$ cat src/rtl/cory_frame_pkg.sv
// cory_frame_pkg: header field positions, FSM state codes and helpers shared by the framer and deframer
package cory_frame_pkg;
   localparam int CORY_FRM_LEN_LSB = 0;
   localparam logic [0:0] ST_IDLE = 1'b0;
   localparam logic [0:0] ST_BODY = 1'b1;
   function automatic int f_log2(input int v);
      int r;
      r = 0;
      while ((1 << r) < v) r++;
      return r;
   endfunction
endpackage

$ cat src/rtl/cory_frame_oreg.sv
// cory_frame_oreg: one-entry registered valid/ready output stage
module cory_frame_oreg #(parameter int W = 24) (
   input  logic         clk,
   input  logic         reset_n,
   input  logic         i_v,
   input  logic [W-1:0] i_d,
   input  logic         i_hdr,
   input  logic         i_last,
   output logic         o_ready,
   output logic         o_v,
   output logic [W-1:0] o_d,
   output logic         o_hdr,
   output logic         o_last,
   input  logic         i_r
);
   assign o_ready = !o_v | i_r;
   always_ff @(posedge clk or negedge reset_n)
      if (!reset_n) begin
         o_v    <= 1'b0;
         o_d    <= '0;
         o_hdr  <= 1'b0;
         o_last <= 1'b0;
      end else if (o_ready) begin
         o_v <= i_v;
         if (i_v) begin
            o_d    <= i_d;
            o_hdr  <= i_hdr;
            o_last <= i_last;
         end
      end
endmodule

$ cat src/rtl/cory_frame.sv
// cory_frame: groups i_len input words into a frame led by a {seq, len} header beat
module cory_frame
   import cory_frame_pkg::*;
#(
   parameter int W  = 24,
   parameter int LW = 8,
   parameter int SW = 8
) (
   input  logic          clk,
   input  logic          reset_n,
   input  logic          i_en,
   input  logic [LW-1:0] i_len,
   input  logic          i_a_v,
   input  logic [W-1:0]  i_a_d,
   output logic          o_a_r,
   output logic          o_z_v,
   output logic [W-1:0]  o_z_d,
   output logic          o_z_hdr,
   output logic          o_z_last,
   input  logic          i_z_r,
   output logic [SW-1:0] o_seq,
   output logic          o_busy
);
   localparam int CORY_FRM_SEQ_LSB = CORY_FRM_LEN_LSB + LW;
   logic [0:0]    state;
   logic [LW-1:0] cnt, len_q;
   logic [SW-1:0] seq_q;
   logic          can_load, hdr_load, a_vr, is_last;
   logic [W-1:0]  hdr_word;
   always_comb begin
      hdr_word = '0;
      hdr_word[CORY_FRM_LEN_LSB +: LW] = i_len;
      hdr_word[CORY_FRM_SEQ_LSB +: SW] = seq_q;
   end
   assign hdr_load = (state == ST_IDLE) & i_en & (|i_len) & can_load;
   assign o_a_r    = (state == ST_BODY) & can_load;
   assign a_vr     = i_a_v & o_a_r;
   assign is_last  = cnt == len_q - LW'(1);
   assign o_busy   = state == ST_BODY;
   assign o_seq    = seq_q;
   always_ff @(posedge clk or negedge reset_n)
      if (!reset_n) begin
         state <= ST_IDLE;
         cnt   <= '0;
         len_q <= '0;
         seq_q <= '0;
      end else if (hdr_load) begin
         state <= ST_BODY;
         cnt   <= '0;
         len_q <= i_len;
      end else if (a_vr) begin
         cnt <= cnt + LW'(1);
         if (is_last) begin
            state <= ST_IDLE;
            seq_q <= seq_q + SW'(1);
         end
      end
   cory_frame_oreg #(.W(W)) u_oreg (
      .clk     (clk),
      .reset_n (reset_n),
      .i_v     (hdr_load | a_vr),
      .i_d     (hdr_load ? hdr_word : i_a_d),
      .i_hdr   (hdr_load),
      .i_last  (a_vr & is_last),
      .o_ready (can_load),
      .o_v     (o_z_v),
      .o_d     (o_z_d),
      .o_hdr   (o_z_hdr),
      .o_last  (o_z_last),
      .i_r     (i_z_r)
   );
endmodule

$ cat config.mk
export PLATFORM = sky130hd
export DESIGN_NAME = cory_frame
export DESIGN_NICKNAME = d
export VERILOG_FILES = /design/src/rtl/cory_frame_pkg.sv /design/src/rtl/cory_frame_oreg.sv /design/src/rtl/cory_frame.sv
export SDC_FILE = /design/constraint.sdc
export NUM_CORES = 1
export LEC_CHECK = 0
export CORE_MARGIN = 4
export CORE_UTILIZATION = 37
export DETAILED_ROUTE_END_ITERATION = 7
export PLACE_DENSITY = 0.67
export SLEW_MARGIN = 0
export SYNTH_ARGS = -nofsm -noshare
export SYNTH_HDL_FRONTEND = slang
export SYNTH_SLANG_ARGS = --single-unit
$ cat constraint.sdc
create_clock -name clk -period 2.1 [get_ports clk]
set_input_delay 0.42 -clock clk [delete_from_list [all_inputs] [get_ports clk]]
set_output_delay 0.42 -clock clk [all_outputs]
set_load 0.03 [all_outputs]
==> impl_metrics.json, run 1 <==
{
  "die_w_microns": 90.65,
  "worstSetupStartpointType": "flop",
  "dpl.hpwl_microns": 4563,
  "fin_crit_sh_pct": 94.99,
  "worstPathArrival_ns": 2.23,
  "die_h_microns": 90.65,
  "worstSetupEndpointType": "flop",
  "nNetsFinal": 367,
  "drv_slew": 0,
  "ys_types": 33,
  "grt.overflow.total": 0,
  "cts_hold_buffers": 0,
  "finalInstanceArea_sq_um": 3578,
  "pwr-share-clk_pct": 14.1,
  "ant_nets": 0,
  "crit_type": "reg2reg",
  "finalHoldViolCount": 0,
  "gr-usage-all-layers_pct": 15.57,
  "clk_latency_ns": 0.31,
  "worstHoldPathType": "in2async",
  "irDropWorstVdd_uv": 700.7,
  "combPwrFrac_pct": 51.0,
  "place.gp.congestion": 0.7997,
  "power_frac_seq_pct": 34.9,
  "vias": 2019,
  "r2r-start": "len_q[1]$_DFFE_PN0P_",
  "post_cts_buffers": 0,
  "grt_pass1_vias": 2109,
  "synth_edf_count": 0,
  "layout_min_cycle_time_ns": 1.995,
  "swShare_pct": 42.61,
  "antenna_cells": 0,
  "worstSetupStartpoint": "len_q[1]$_DFFE_PN0P_",
  "finalSetupViolCount": 0,
  "tightest_slew_ns": 0.5561,
  "leakagePower_nw": 1.576,
  "drt_iter0_markers": 38,
  "grt_start_max_net_pins": 36,
  "path_max_fanout": 4,
  "fin_tns_setup_ns": 0,
  "cts.reportedPaths.clkPinSlew_ns": 0.09,
  "netSwitchingPower_mw": 2.063,
  "max_freq_ghz": 0.5013,
  "synth_seq_area_share_pct": 51.49,
  "whs_ns": 0.04963,
  "slew_headroom_pct": 62.58,
  "cts_resized": 0,
  "drive_gt1_share_pct": 13.11,
  "post_drt_wl_per_cell_microns": 15.14,
  "clockBufferDepth": 2,
  "required_ns": 2.33,
  "synthesis.nets": 282,
  "cap_violations": 0,
  "finalWirelength_microns": 6131,
  "synth_area_per_cell_sq_um": 10.44,
  "syn-cell-area_sq_um": 2527,
  "avgViaCountPerCell": 4.985,
  "yosys_warnings": 0,
  "synth_flop_cell": "dfrtp_1",
  "skew_ns": 0.004856,
  "synth.ff_latch_count": 52,
  "core_area_sq_um": 6495,
  "h-tree-depth": 2,
  "grt_pass1_wl_microns": 10290,
  "cts_buffers": 5,
  "cts_sinks": 52,
  "cts_tree": "done",
  "dieArea_sq_um": 8217,
  "drt-pass1-iter-count": 4,
  "area_growth_syn_to_layout_pct": 41.58,
  "p_per_area_nw_per_um2": 1353,
  "initial_core_util_pct": 38.91,
  "intPower_mw": 2.779,
  "root_buffer": "clkbuf_8",
  "antenna_found_initial": 0,
  "synthCells": 242,
  "total_power_mw": 4.842,
  "status": "completed",
  "placed_area_sq_um": 3460,
  "async_flop_share_pct": 100.0,
  "rrSetupSlack_ns": 0.11,
  "portBuffers": 73,
  "core.rowCount": 29,
  "drc": 0,
  "io_pins": 74
}
cell families (layout without fill, tap and decap cells):
family          count (synthesis)  after routing  synth area share (%)
compound gates                 43             43                 11.19
xor+xnor                       23             23                 7.971
fa+ha+maj                       3              3                 1.485
buf+inv                        20            106                 3.168
flops                          52             52                 51.49
mux                            17             17                 6.930
simple gates                   84             84                 17.77
routing by layer:
metal,GRT usage [%],share of wire [%]
met3,3.750,4.5
met2,25.39,49
met1,20.29,46
met4,5.102,1.3
met5,0,0
cell usage in the layout (no fill, tap or decap), types with 2 or more instances in the layout:
cell type and count:
buf_12 2, inv_1 10, mux2i_1 16, a21o_1 2, nor3_1 4, xor2_1 14
nor4b_2 2, dfrtp_1 52, o21ai_1 13, o21ai_0 21, nand4_1 3, nor4_1 2
nand3_1 3, a21oi_1 3, buf_4 14, nor2_1 11, ha_1 3, clkdlybuf4s50_1 71
and3_2 2, nand2_1 40, clkbuf_8 5, xnor2_1 9, and3_1 5, nor4_2 5
final timing paths:
kind,endpoint,depth (start not counted)
max,o_seq[2]$_DFFE_PN0P_,8
min,u_oreg.o_d[7]$_DFFE_PN0P_,1
max reg2reg,o_seq[2]$_DFFE_PN0P_,8
min reg2reg,u_oreg.o_hdr$_DFFE_PN0P_,1
max in group asynchronous,cnt[3]$_DFFE_PN0P_,2
min in group clk,u_oreg.o_hdr$_DFFE_PN0P_,1
cells in the mapped netlist, drive strengths merged, types with 2 or more instances:
master,n,share of area (%)
xor2,14,4.9
nor4b,2,1.2
nand4,3,0.74
nand3,3,0.59
buf,4,0.79
mux2i,16,6.3
nor4,7,3.0
xnor2,9,3.1
nor2,13,2.0
ha,3,1.5
nor3,5,1.4
a21o,2,0.59
clkbuf,6,0.89
o21ai,34,6.7
dfrtp,52,51
and3,7,1.8
a21oi,3,0.59
inv,10,1.5
nand2,40,5.9
sequential cells by signal (all words and copies together), names as in the netlist:
| register | count |
|---|---|
| o_seq | 8 |
| len_q | 8 |
| u_oreg.o_v | 1 |
| u_oreg.o_last | 1 |
| u_oreg.o_hdr | 1 |
| cnt | 8 |
| o_busy | 1 |
| u_oreg.o_d | 24 |
critical path: stages (launching register included):
cell,delay (ns)
dfrtp_1,0.39
inv_1,0.07
ha_1,0.20
nor3b_2,0.17
xnor2_1,0.23
o2111ai_4,0.22
buf_4,0.19
nor4b_2,0.29
xor2_1,0.17
area by class of cell:
type	count	area (sq um)
clock buffer	5	68.82
clock inverter	3	42.54
fill	582	2917
inverter	10	37.54
multi-input combinational	170	1171
sequential	52	1301
tap	77	96.34
timing repair buffer	88	860.8
power groups by stage:
stage          registers (mW)  clock network, mW  logic, mW
2_1_floorplan            2.16                  0       1.02
3_3_place_gp             1.70                  0       2.44
3_5_place_dp             1.70                  0       2.48
4_1_cts                  1.69              0.704       2.49
5_1_grt                  1.74              0.749       2.67
6_report                 1.69              0.682       2.47
metrics by stage:
| step | utilization (%) | setup WS [ns] | instances |
|---|---|---|---|
| after floorplan | - | 0.05192 | 242 |
| after global placement | 53.27 | 0.005365 | 397 |
| after detailed placement | 53.27 | -0.02415 | 397 |
| after CTS | 54.98 | 0.06211 | 405 |
| after global routing | 55.10 | -0.01535 | 405 |
| final | 55.10 | 0.1051 | 405 |
Power figures use the tool's default switching activity.
==> inputs of run 2 (changes only) <==
--- a/config.mk
+++ b/config.mk
@@ -5,11 +5,13 @@
 export SDC_FILE = /design/constraint.sdc
 export NUM_CORES = 1
 export LEC_CHECK = 0
+export CORE_ASPECT_RATIO = 0.5
 export CORE_MARGIN = 4
 export CORE_UTILIZATION = 37
 export DETAILED_ROUTE_END_ITERATION = 7
-export PLACE_DENSITY = 0.67
+export DONT_BUFFER_PORTS = 1
 export SLEW_MARGIN = 0
 export SYNTH_ARGS = -nofsm -noshare
 export SYNTH_HDL_FRONTEND = slang
+export SYNTH_HIERARCHICAL = 1
 export SYNTH_SLANG_ARGS = --single-unit
==> impl_metrics.json, run 2 <==
{
  "gr-usage-all-layers_pct": 13.34,
  "ys_types": 35,
  "fin_tns_setup_ns": 0,
  "grt_pass1_wl_microns": 9287,
  "netSwitchingPower_mw": 2.105,
  "cts_buffers": 5,
  "fin_crit_sh_pct": 93.79,
  "die_w_microns": 129.7,
  "worstSetupEndpointType": "flop",
  "die_h_microns": 68.87,
  "combPwrFrac_pct": 34.5,
  "antenna_cells": 0,
  "synth_top_area_cell": "dfrtp_1",
  "worstPathArrival_ns": 2.14,
  "synth_top_area_share_pct": 47.47,
  "leakagePower_nw": 1.540,
  "drt-pass1-iter-count": 4,
  "path_max_fanout": 7,
  "initial_core_util_pct": 39.52,
  "irDropWorstVdd_uv": 573.3,
  "core_area_sq_um": 6937,
  "clockBufferDepth": 2,
  "grt.overflow.total": 0,
  "synth_area_leaders": "dfrtp_1 47%, mux2_4 12%, nand2_1 9.3%, xor2_1 5.1%, mux2_2 2.5%",
  "required_ns": 2.27,
  "vias": 1793,
  "avgViaCountPerCell": 5.022,
  "core.rowCount": 21,
  "io_pins": 74,
  "syn-cell-area_sq_um": 2741,
  "place.gp.congestion": 0.8058,
  "synthCells": 253,
  "ant_nets": 0,
  "grt_setup_unrepaired": "no",
  "regMostFlops": "u_oreg/o_d",
  "cts.reportedPaths.clkPinSlew_ns": 0.07,
  "skew_ns": 0.005119,
  "synthesis.nets": 293,
  "p_per_area_nw_per_um2": 1582,
  "antenna_found_initial": 0,
  "worstSetupStartpointType": "flop",
  "synth.ff_latch_count": 52,
  "cp_top_family": "simple AND/OR/NAND/NOR gates",
  "grt_start_max_net_pins": 53,
  "drive_gt1_share_pct": 23.40,
  "swShare_pct": 42.92,
  "drc": 0,
  "cp_num_buf_inv": 1,
  "grt_pass1_vias": 1868,
  "placed_area_sq_um": 2899,
  "synth_commonest_cells": "68 x nand2_1, 52 x dfrtp_1, 21 x mux2_4, 16 x xor2_1, 13 x nor2_1",
  "slowest_delay_ns": 0.39,
  "layout_min_cycle_time_ns": 1.969,
  "async_flop_share_pct": 100.0,
  "area_growth_syn_to_layout_pct": 13.10,
  "crit_type": "reg2reg",
  "synth_edf_count": 0,
  "clk_latency_ns": 0.29,
  "nNetsFinal": 304,
  "total_power_mw": 4.904,
  "layout_commonest_cell": "nand2_1",
  "drt_iter0_markers": 49,
  "synth_flop_cell": "dfrtp_1",
  "finalHoldViolCount": 0,
  "synth_seq_area_share_pct": 47.47,
  "intPower_mw": 2.799,
  "cap_violations": 0,
  "pwr-share-clk_pct": 18.5,
  "portBuffers": 0,
  "slew_headroom_pct": 67.14,
  "synth_area_per_cell_sq_um": 10.84,
  "tightest_slew_ns": 0.4928,
  "status": "completed",
  "post_drt_wl_per_cell_microns": 16.50,
  "yosys_warnings": 6,
  "cts_tree": "done",
  "finalWirelength_microns": 5889,
  "h-tree-depth": 2,
  "layout_common_cells": "68 x nand2_1, 52 x dfrtp_1, 21 x mux2_4",
  "largest_reg_flops": 24,
  "cts_sinks": 52,
  "max_freq_ghz": 0.5077,
  "finalInstanceArea_sq_um": 3100,
  "worstHoldPathType": "in2reg",
  "post_cts_buffers": 0,
  "crit_chain": "inv_1 > ha_1 > xnor2_1 > nor3_2 > o211ai_4 > nor3_4 > mux2_4",
  "power_frac_seq_pct": 47.0,
  "yosysMostFrequentCell": "nand2_1",
  "crit_slowest_cell": "dfrtp_1",
  "dieArea_sq_um": 8934,
  "dpl.hpwl_microns": 4489,
  "root_buffer": "clkbuf_16",
  "drv_slew": 0,
  "finalSetupViolCount": 0
}
run 2: cell count changes after synthesis, sizes merged, moves of 2 or more:
| cell | delta |
|---|---|
| a21o | -2 |
| a21oi | +2 |
| and2 | +9 |
| clkbuf | -2 |
| inv | -6 |
| mux2 | +26 |
| mux2i | -16 |
| nand2 | +29 |
| nand2b | +3 |
| nand4 | +2 |
| o21ai | -32 |
| xnor2 | -3 |
| xor2 | +2 |
run 2: path summary, 6_finish.rpt:
check,endpoint,slack (ns),depth (start not counted),start
hold / removal,len_q[5]$_DFFE_PN0P_,0.27,2,i_len[5]
setup / recovery,o_seq[1]$_DFFE_PN0P_,0.13,7,len_q[1]$_DFFE_PN0P_
min in group asynchronous,o_seq[3]$_DFFE_PN0P_,0.65,2,reset_n
hold reg to reg,len_q[7]$_DFFE_PN0P_,0.50,2,len_q[7]$_DFFE_PN0P_
setup reg to reg,o_seq[1]$_DFFE_PN0P_,0.13,7,len_q[1]$_DFFE_PN0P_
max in group asynchronous,u_oreg/o_d[10]$_DFFE_PN0P_,1.22,2,reset_n
run 2: what timing repair did:
action,4_1_cts,5_1_grt
gates resized for setup,0,0
hold buffers,2,0
hold endpoints to repair,52,0
run 2: area by class of cell:
| cell class | count | area, sq um |
|---|---|---|
| well taps | 92 | 115.1 |
| multi-input cells | 189 | 1380 |
| fillers | 640 | 3836 |
| flip-flops and latches | 52 | 1301 |
| inverters | 4 | 15.01 |
| clock inverters | 2 | 35.03 |
| clock buffers | 6 | 128.9 |
| repair buffers | 12 | 125.1 |
run 2: routing by layer:
metal | up-vias | global-route usage, % | share of wire, %
li1 | 869 | - | -
met1 | 885 | 17.30 | 46
met2 | 37 | 21.99 | 47
met3 | 2 | 4.462 | 6.7
met4 | 0 | 2.979 | 0.46
met5 | - | 0 | 0
run 2: logic make-up (layout without fill, tap and decap cells):
| logic type | after synthesis | after routing | share of synthesized area, % |
|---|---|---|---|
| xor gates and xnor gates | 22 | 22 | 7.029 |
| DFF | 52 | 52 | 47.47 |
| buffers and inverters | 12 | 24 | 2.191 |
| and+or+nand+nor | 126 | 126 | 24.19 |
| muxes | 27 | 27 | 13.97 |
| AOI/OAI and AO/OA | 11 | 11 | 3.788 |
| adders and majority gates | 3 | 3 | 1.369 |
run 2: stage by stage:
step           hold slack (ns)  utilization [%]  setup slack (ns)  cells
2_1_floorplan           0.1244                -           0.04615    253
3_3_place_gp            0.1261            41.79           0.03307    347
3_5_place_dp            0.1260            41.79          0.003860    347
4_1_cts                 0.2626            44.70           0.09973    357
5_1_grt                 0.2826            44.70          0.008148    357
6_report                0.2681            44.70            0.1305    357
run 2: power by group through the flow:
stage | clock, mW | combinational, mW | sequential, mW
after floorplan | 0 | 1.37 | 2.25
after global placement | 0 | 1.61 | 2.33
after detailed placement | 0 | 1.68 | 2.33
after CTS | 0.931 | 1.71 | 2.32
after global routing | 0.974 | 1.86 | 2.36
final | 0.909 | 1.69 | 2.31
==> inputs of run 3 (changes only) <==
==> constraint.sdc (replaced) <==
create_clock -name clk -period 2.35 [get_ports clk]
set_input_delay 0.47 -clock clk [delete_from_list [all_inputs] [get_ports clk]]
set_output_delay 0.47 -clock clk [all_outputs]
set_load 0.03 [all_outputs]
==> impl_metrics.json, run 3 (synthesis gave the netlist of run 2 again) <==
{
  "status": "completed",
  "p_per_area_nw_per_um2": 1442,
  "multi_input_area_sq_um": 1380,
  "drv_slew": 0,
  "cts.reportedPaths.clkPinSlew_ns": 0.07,
  "largest_reg_flops": 24,
  "die_w_microns": 129.7,
  "pwr-share-clk_pct": 19.1,
  "netSwitchingPower_mw": 1.923,
  "intPower_mw": 2.485,
  "worstPathArrival_ns": 2.37,
  "area_growth_syn_to_layout_pct": 11.50,
  "swShare_pct": 43.63,
  "drt-pass1-iter-count": 4,
  "worstSetupEndpointType": "flop",
  "h-tree-depth": 2,
  "nNetsFinal": 298,
  "layout_min_cycle_time_ns": 2.187,
  "worstHoldPathType": "in2async",
  "initial_core_util_pct": 39.52,
  "fin_crit_sh_pct": 93.07,
  "layout_common_cells": "68 x nand2_1, 52 x dfrtp_1, 21 x mux2_4",
  "root_buffer": "clkbuf_16",
  "utilization_pct": 44.07,
  "cts_buffers": 5,
  "regArea_sq_um": 1301,
  "core.rowCount": 21,
  "slew_headroom_pct": 66.40,
  "finalInstanceArea_sq_um": 3057,
  "cap_violations": 0,
  "gr-usage-all-layers_pct": 13.98,
  "stdcell_count": 351,
  "max_freq_ghz": 0.4572,
  "clk_latency_ns": 0.29,
  "cts_sinks": 52,
  "vias": 1819,
  "grt_setup_unrepaired": "no",
  "layout_setup_ws_ns": 0.1628,
  "drt_iter0_markers": 124,
  "place.gp.congestion": 0.7790,
  "required_ns": 2.53,
  "dpl.hpwl_microns": 4471,
  "worstSetupStartpointType": "flop",
  "finalWirelength_microns": 6132,
  "drc": 0,
  "ant_nets": 0,
  "dieArea_sq_um": 8934,
  "antenna_cells": 0,
  "cts_tree": "done",
  "finalHoldViolCount": 0,
  "drive_gt1_share_pct": 22.39,
  "path_max_fanout": 7,
  "grt_pass1_wl_microns": 9549,
  "core_area_sq_um": 6937,
  "irDropWorstVdd_uv": 398.9,
  "die_h_microns": 68.87,
  "antenna_found_initial": 0,
  "tightest_slew_ns": 0.5039,
  "cts_resized": 0,
  "finalSetupViolCount": 0,
  "leakagePower_nw": 1.508,
  "clockBufferDepth": 2,
  "layout_commonest_cell": "nand2_1",
  "post_drt_wl_per_cell_microns": 17.47,
  "place_ws_ns": 0.09040,
  "combPwrFrac_pct": 33.8,
  "io_pins": 74,
  "crit_type": "reg2reg",
  "fillerInstances": 662,
  "power_frac_seq_pct": 47.1,
  "portBuffers": 0,
  "grt_start_max_net_pins": 53,
  "avgViaCountPerCell": 5.182,
  "grt.overflow.total": 0,
  "placed_cells": 342,
  "grt_pass1_vias": 1813,
  "fin_tns_setup_ns": 0,
  "skew_ns": 0.006540,
  "placed_area_sq_um": 2861,
  "post_cts_buffers": 0,
  "regMostFlops": "u_oreg/o_d"
}
run 3: changes by cell type in the layout (fill, tap and decap cells not counted), sizes merged:
cell and change:
buf -5, clkbuf -1, clkinvlp +1, dlygate4sd3 -1
run 3: worst max-delay path, stage by stage (launching register included):
cell and delay (ns):
dfrtp_1 0.45, inv_1 0.09, ha_1 0.34, xnor2_1 0.15
nor3_2 0.24, o211ai_4 0.20, nor3_4 0.28, mux2_4 0.33
run 3: power groups by stage:
stage,logic (mW),registers [mW],clock network (mW)
floorplan,1.23,2.01,0
global placement,1.42,2.09,0
detailed placement,1.48,2.10,0
CTS,1.51,2.08,0.860
global route,1.64,2.13,0.895
finish,1.49,2.07,0.842
run 3: worst paths after layout:
kind / start / slack (ns) / to / depth (start not counted)
hold / removal: reset_n / 0.03 / cnt[0]$_DFFE_PN0P_ / 1
hold reg to reg: len_q[6]$_DFFE_PN0P_ / 0.54 / len_q[6]$_DFFE_PN0P_ / 2
min in group clk: i_len[6] / 0.31 / len_q[6]$_DFFE_PN0P_ / 2
max in group asynchronous: reset_n / 2.10 / u_oreg/o_d[15]$_DFFE_PN0P_ / 1
setup reg to reg: len_q[0]$_DFFE_PN0P_ / 0.16 / o_seq[1]$_DFFE_PN0P_ / 7
setup / recovery: len_q[0]$_DFFE_PN0P_ / 0.16 / o_seq[1]$_DFFE_PN0P_ / 7
run 3: timing repair:
action	in CTS	in global routing
endpoints found under the hold margin	52	0
hold buffers	1	0
setup endpoints to repair	0	1
run 3: area by class of cell:
type	instances	share of cell area (%)
multi-input cells	189	45.15
flip-flops and latches	52	42.57
clock buffers	5	4.093
well taps	92	3.766
repair buffers	6	2.538
clock inverters	3	1.392
inverters	4	0.4912
run 3: metrics by stage:
| stage | hold WS, ns | power, mW |
|---|---|---|
| floorplan | 0.1744 | 3.239 |
| finish | 0.02733 | 4.408 |
| global route | 0.04133 | 4.669 |
| CTS | 0.03466 | 4.449 |
| global placement | 0.1762 | 3.512 |
| detailed placement | 0.1760 | 3.575 |
run 3: layer usage:
metal	vias to the layer above	global-route usage, %	share of wire (%)	wire length, microns
met2	46	20.58	45	2761
met5	-	0	0	0
met3	8	4.615	6.6	405
met1	908	19.42	47	2896
li1	857	-	-	-
met4	0	4.663	1.1	68
